**src/rtl/overlap_energy.sv**
```systemverilog
// Seam-finder front end: per-pixel energy over the overlap of two images.
// D = |a-b|; cost = 2*D + |D - Dleft| + |D - Dup|, one result per accepted pair.
module overlap_energy #(
    parameter int OVERLAPWIDTH  = 300,
    parameter int OVERLAPHEIGHT = 1100
) (
    input  logic        sys_clk,
    input  logic        rst_n,
    input  logic        start,
    input  logic        in_valid,
    output logic        in_ready,
    input  logic [7:0]  pix_a,
    input  logic [7:0]  pix_b,
    output logic        out_valid,
    input  logic        out_ready,
    output logic [31:0] cost,
    output logic [15:0] out_col,
    output logic [15:0] out_row,
    output logic        out_eol,
    output logic        out_eof,
    output logic        busy,
    output logic        done
);

    typedef enum logic [1:0] {IDLE, RUN, FLUSH} state_t;

    localparam int          AW       = (OVERLAPWIDTH > 1) ? $clog2(OVERLAPWIDTH) : 1;
    localparam logic [15:0] LAST_COL = 16'(OVERLAPWIDTH - 1);
    localparam logic [15:0] LAST_ROW = 16'(OVERLAPHEIGHT - 1);

    state_t      state_q, state_d;
    logic [15:0] col_q, col_d, row_q, row_d;
    logic [7:0]  dleft_q, dleft_d;
    logic        out_valid_q, out_valid_d;
    logic [9:0]  cost_q, cost_d;
    logic [15:0] out_col_q, out_col_d, out_row_q, out_row_d;
    logic        out_eol_q, out_eol_d, out_eof_q, out_eof_d;
    logic        done_q, done_d;

    // Previous row's D per column; never reset, row 0 never reads it.
    logic [7:0]  lbuf_q [OVERLAPWIDTH];

    logic [AW-1:0] col_idx;
    logic          xfer, last_col, last_pix;
    logic [7:0]    d, d_left, d_up, ad_left, ad_up;
    logic [9:0]    cost_nxt;

    assign col_idx  = col_q[AW-1:0];
    assign in_ready = (state_q == RUN) && (!out_valid_q || out_ready);
    assign xfer     = in_valid && in_ready;
    assign last_col = (col_q == LAST_COL);
    assign last_pix = last_col && (row_q == LAST_ROW);

    // Energy datapath; the line buffer is read here before this pair's write lands.
    always_comb begin
        d        = (pix_a >= pix_b) ? (pix_a - pix_b) : (pix_b - pix_a);
        d_left   = (col_q == 16'd0) ? d : dleft_q;
        d_up     = (row_q == 16'd0) ? d : lbuf_q[col_idx];
        ad_left  = (d >= d_left) ? (d - d_left) : (d_left - d);
        ad_up    = (d >= d_up) ? (d - d_up) : (d_up - d);
        cost_nxt = {1'b0, d, 1'b0} + {2'b00, ad_left} + {2'b00, ad_up};
    end

    always_comb begin
        state_d = state_q;
        col_d   = col_q;
        row_d   = row_q;
        dleft_d = dleft_q;
        done_d  = 1'b0;
        case (state_q)
            IDLE: begin
                if (start) begin
                    state_d = RUN;
                    col_d   = 16'd0;
                    row_d   = 16'd0;
                    dleft_d = 8'd0;
                end
            end
            RUN: begin
                if (xfer) begin
                    dleft_d = d;
                    if (last_col) begin
                        col_d = 16'd0;
                        row_d = row_q + 16'd1;
                        if (last_pix) state_d = FLUSH;
                    end else begin
                        col_d = col_q + 16'd1;
                    end
                end
            end
            FLUSH: begin
                if (out_valid_q && out_ready) begin
                    state_d = IDLE;
                    done_d  = 1'b1;
                end
            end
            default: state_d = IDLE;
        endcase
    end

    // Output register: loads on every transfer-in, drains only when taken.
    always_comb begin
        out_valid_d = out_valid_q;
        cost_d      = cost_q;
        out_col_d   = out_col_q;
        out_row_d   = out_row_q;
        out_eol_d   = out_eol_q;
        out_eof_d   = out_eof_q;
        if (xfer) begin
            out_valid_d = 1'b1;
            cost_d      = cost_nxt;
            out_col_d   = col_q;
            out_row_d   = row_q;
            out_eol_d   = last_col;
            out_eof_d   = last_pix;
        end else if (out_ready) begin
            out_valid_d = 1'b0;
        end
    end

    always_ff @(posedge sys_clk or negedge rst_n) begin
        if (!rst_n) begin
            state_q     <= IDLE;
            col_q       <= 16'd0;
            row_q       <= 16'd0;
            dleft_q     <= 8'd0;
            out_valid_q <= 1'b0;
            cost_q      <= 10'd0;
            out_col_q   <= 16'd0;
            out_row_q   <= 16'd0;
            out_eol_q   <= 1'b0;
            out_eof_q   <= 1'b0;
            done_q      <= 1'b0;
        end else begin
            state_q     <= state_d;
            col_q       <= col_d;
            row_q       <= row_d;
            dleft_q     <= dleft_d;
            out_valid_q <= out_valid_d;
            cost_q      <= cost_d;
            out_col_q   <= out_col_d;
            out_row_q   <= out_row_d;
            out_eol_q   <= out_eol_d;
            out_eof_q   <= out_eof_d;
            done_q      <= done_d;
        end
    end

    always_ff @(posedge sys_clk) begin
        if (xfer) lbuf_q[col_idx] <= d;
    end

    assign out_valid = out_valid_q;
    assign cost      = {22'd0, cost_q};
    assign out_col   = out_col_q;
    assign out_row   = out_row_q;
    assign out_eol   = out_eol_q;
    assign out_eof   = out_eof_q;
    assign busy      = (state_q != IDLE);
    assign done      = done_q;

endmodule

```
**config.mk**
```make
export PLATFORM = sky130hd
export DESIGN_NAME = overlap_energy
export DESIGN_NICKNAME = d
export VERILOG_FILES = /design/src/rtl/overlap_energy.sv
export SDC_FILE = /design/constraint.sdc
export NUM_CORES = 2
export LEC_CHECK = 0
export BUFFER_PORTS_ARGS = -buffer_cell sky130_fd_sc_hd__buf_2
export CAP_MARGIN = 20
export CORE_MARGIN = 3
export CORE_UTILIZATION = 50
export CTS_BUF_LIST = sky130_fd_sc_hd__clkbuf_8
export DETAILED_ROUTE_END_ITERATION = 8
export PLACE_DENSITY = 0.71
export REMOVE_ABC_BUFFERS = 1
export SETUP_SLACK_MARGIN = 0.2
export SYNTH_ARGS = -nofsm -noshare
export SYNTH_HDL_FRONTEND = slang
export SYNTH_SLANG_ARGS = --single-unit
```
**constraint.sdc**
```tcl
create_clock -name sys_clk -period 19.3 [get_ports sys_clk]
set_input_delay 1.93 -clock sys_clk [delete_from_list [all_inputs] [get_ports sys_clk]]
set_output_delay 1.93 -clock sys_clk [all_outputs]
set_load 0.005 [all_outputs]
```
==> metrics.cfg <==
[worst_setup_path]
cp-end-kind=flip-flop
cp_top_family=compound AO/OA/AOI/OAI gates
cpPeakStageDelay_ns=1.04
critical_path_buf_inv_count=3
critPathSlowestCell=o21ai_0
required_ns=20.18
arrival_ns=11.08
crit_fanout=111
worst_setup_path_start_kind=flip-flop
critical_path_class=reg2reg

[synth]
yosys.cell_count.top_type=edfxtp_1
syn_area_per_cell_um2=19.6
async_flop_share=0.0354
synth_edf_count=2400
ys_seq_area_frac=0.747
ys_ff_latch=2488
syn_inst=5066
ys.flop_type=edfxtp_1
synth_top_area_frac=0.725
yosys-top-cells-count=edfxtp_1, mux4_2, nor2_1, nand2_1, a22oi_1
synth.distinct_cells=86
yosys-top-cells-area=edfxtp_1, mux4_2, dfrtp_1
synth_area_um2=99400
synth_top_cell_by_area=edfxtp_1
yosys_warnings=0

[floorplanning]
core_area_um2=196000
start_util=0.506
ioPinCount=91
dieArea_um2=204000
row_count=162
die_w_um=452
fp.dieH_um=452

[layout]
area_growth_pct=10.3
layout.nets=5466
fillCellCount=14600
drive_gt1_frac=0.232

[routing]
dr_total_vias=53100
final_antenna_net_count=0
drtIter0Drc=7397
wl_per_cell_um=31.5
drc=0
totalWireLength_um=261000
via_per_inst=6.42
drt-pass1-iter-count=6

[cts]
cts_inserted_buffers=401
cts_resized=0
cts_sinks=2488
clkTransAtPathRegs_ns=0.07
clk_latency_ns=1.08
root_buffer=clkbuf_8
ctsLongestPathBuffers=4
cts_tree=yes
cts_hold_buf=0
htreeDepth=5
post_cts_buffers=0

[sta]
min_period_ns=10.20
slew_headroom=0.0887
tightest_slew_ns=1.37
hold_viol_final=0
setup_violations=0
setup_tns_ns=0
fmax_ghz=0.0980
slew_violations=0
min_period_over_period=0.528
fin_skew_ns=0.0672
rsz0062_at_grt=no

[placement]
dp_hpwl_um=157000
place_congestion=0.917
port_buffers=68

[global_route]
track_usage=0.255
grt_max_degree=228
grt_remaining_overflow=0
grt_pass1_vias=52000
grt_pass1_wl_um=376000
antenna_found_initial=9

[power]
power_leakage_uw=0.0351
power.density_nw_per_um2=143
ir_drop_mv=0.170
power_uw=15700

[job]
cap_violations=0

[hold_path]
hp-class=reg2reg

[status]
outcome=finished clean

per-layer routing:
metal | track usage | vias up | routed length [µm]
li1 | - | 21300 | -
met1 | 0.359 | 27700 | 97500
met2 | 0.385 | 3498 | 120000
met3 | 0.0698 | 656 | 32200
met4 | 0.0953 | 6 | 10800
met5 | 0 | - | 34
logic make-up after synthesis:
| group | Yosys count | synth area share |
|---|---|---|
| XOR/XNOR | 43 | 0.00379 |
| AO/OA/AOI/OAI | 526 | 0.0362 |
| other | 1 | 0.0000377 |
| buffers and inverters | 370 | 0.0203 |
| adder cells (fa/ha/maj) | 74 | 0.0103 |
| AND/OR/NAND/NOR | 862 | 0.0379 |
| multiplexers | 702 | 0.144 |
| flip-flops | 2488 | 0.747 |
worst min-delay path: stages (launching register included):
cell and delay [ns]:
dfrtp_1 0.34, nand2_1 0.05, nand2_1 0.05
registers in the layout, summed over array words and instances, names as in the netlist:
register	count
done	1
out_eol	1
lbuf_q	2400
row_q	16
out_valid	1
state_q	2
out_row	16
dleft_q	8
out_eof	1
cost_q	10
col_q	16
out_col	16
final cells by class:
class	instances	area [µm²]	area share
multi-input cells	2229	23300	0.213
repair buffers	192	1450	0.0133
inverters	59	246	0.00225
diodes	2	5.00	0.0000457
clock buffers	414	5700	0.0520
flip-flops and latches	2488	74300	0.678
clock inverters	275	1330	0.0121
well taps	2624	3280	0.0299
final timing paths:
check | startpoint | end | slack, ns | cells past startpoint
max in group asynchronous | rst_n | col_q[3] | 17.25 | 2
worst max-delay path | col_q[1] | cost_q[8] | 9.10 | 26
min in group asynchronous | rst_n | cost_q[8] | 0.79 | 1
worst min register to register | out_col[2] | out_col[2] | 0.47 | 2
worst min-delay path | out_col[2] | out_col[2] | 0.47 | 2
worst max register to register | col_q[1] | cost_q[8] | 9.10 | 26
report_power, final:
part / leakage [µW] / total, µW / internal (µW) / switching, µW
sequential: 0.0227 / 6460 / 6370 / 94.0
clock: 0.00401 / 4090 / 2070 / 2020
combinational: 0.00839 / 5140 / 1860 / 3270
total: 0.0351 / 15700 / 10300 / 5390
stage by stage:
stage	hold slack, ns	utilization	instance area (µm²)	std cells	setup WS (ns)
final	0.469	0.559	110000	8283	9.10
after global routing	0.500	0.559	110000	8282	8.65
after CTS	0.475	0.558	110000	8278	9.23
after detailed placement	0.460	0.523	103000	7589	8.64
after global placement	0.457	0.523	103000	7587	8.86
after floorplan	0.448	-	97600	4776	-13.37
layout by cell type (no fill, tap or decap), drive strengths merged, types with 22 or more instances in the layout:
cell,count
a21oi,106
a221oi,39
a22o,31
a22oi,118
buf,192
clkbuf,414
clkinv,151
conb,22
dfrtp,88
edfxtp,2400
ha,61
inv,167
mux2i,113
mux4,579
nand2,224
nand3,78
nand4,24
nor2,400
nor3,38
o21ai,93
o22ai,28
xnor2,32
Note: power is estimated with default switching activity, not from simulation.
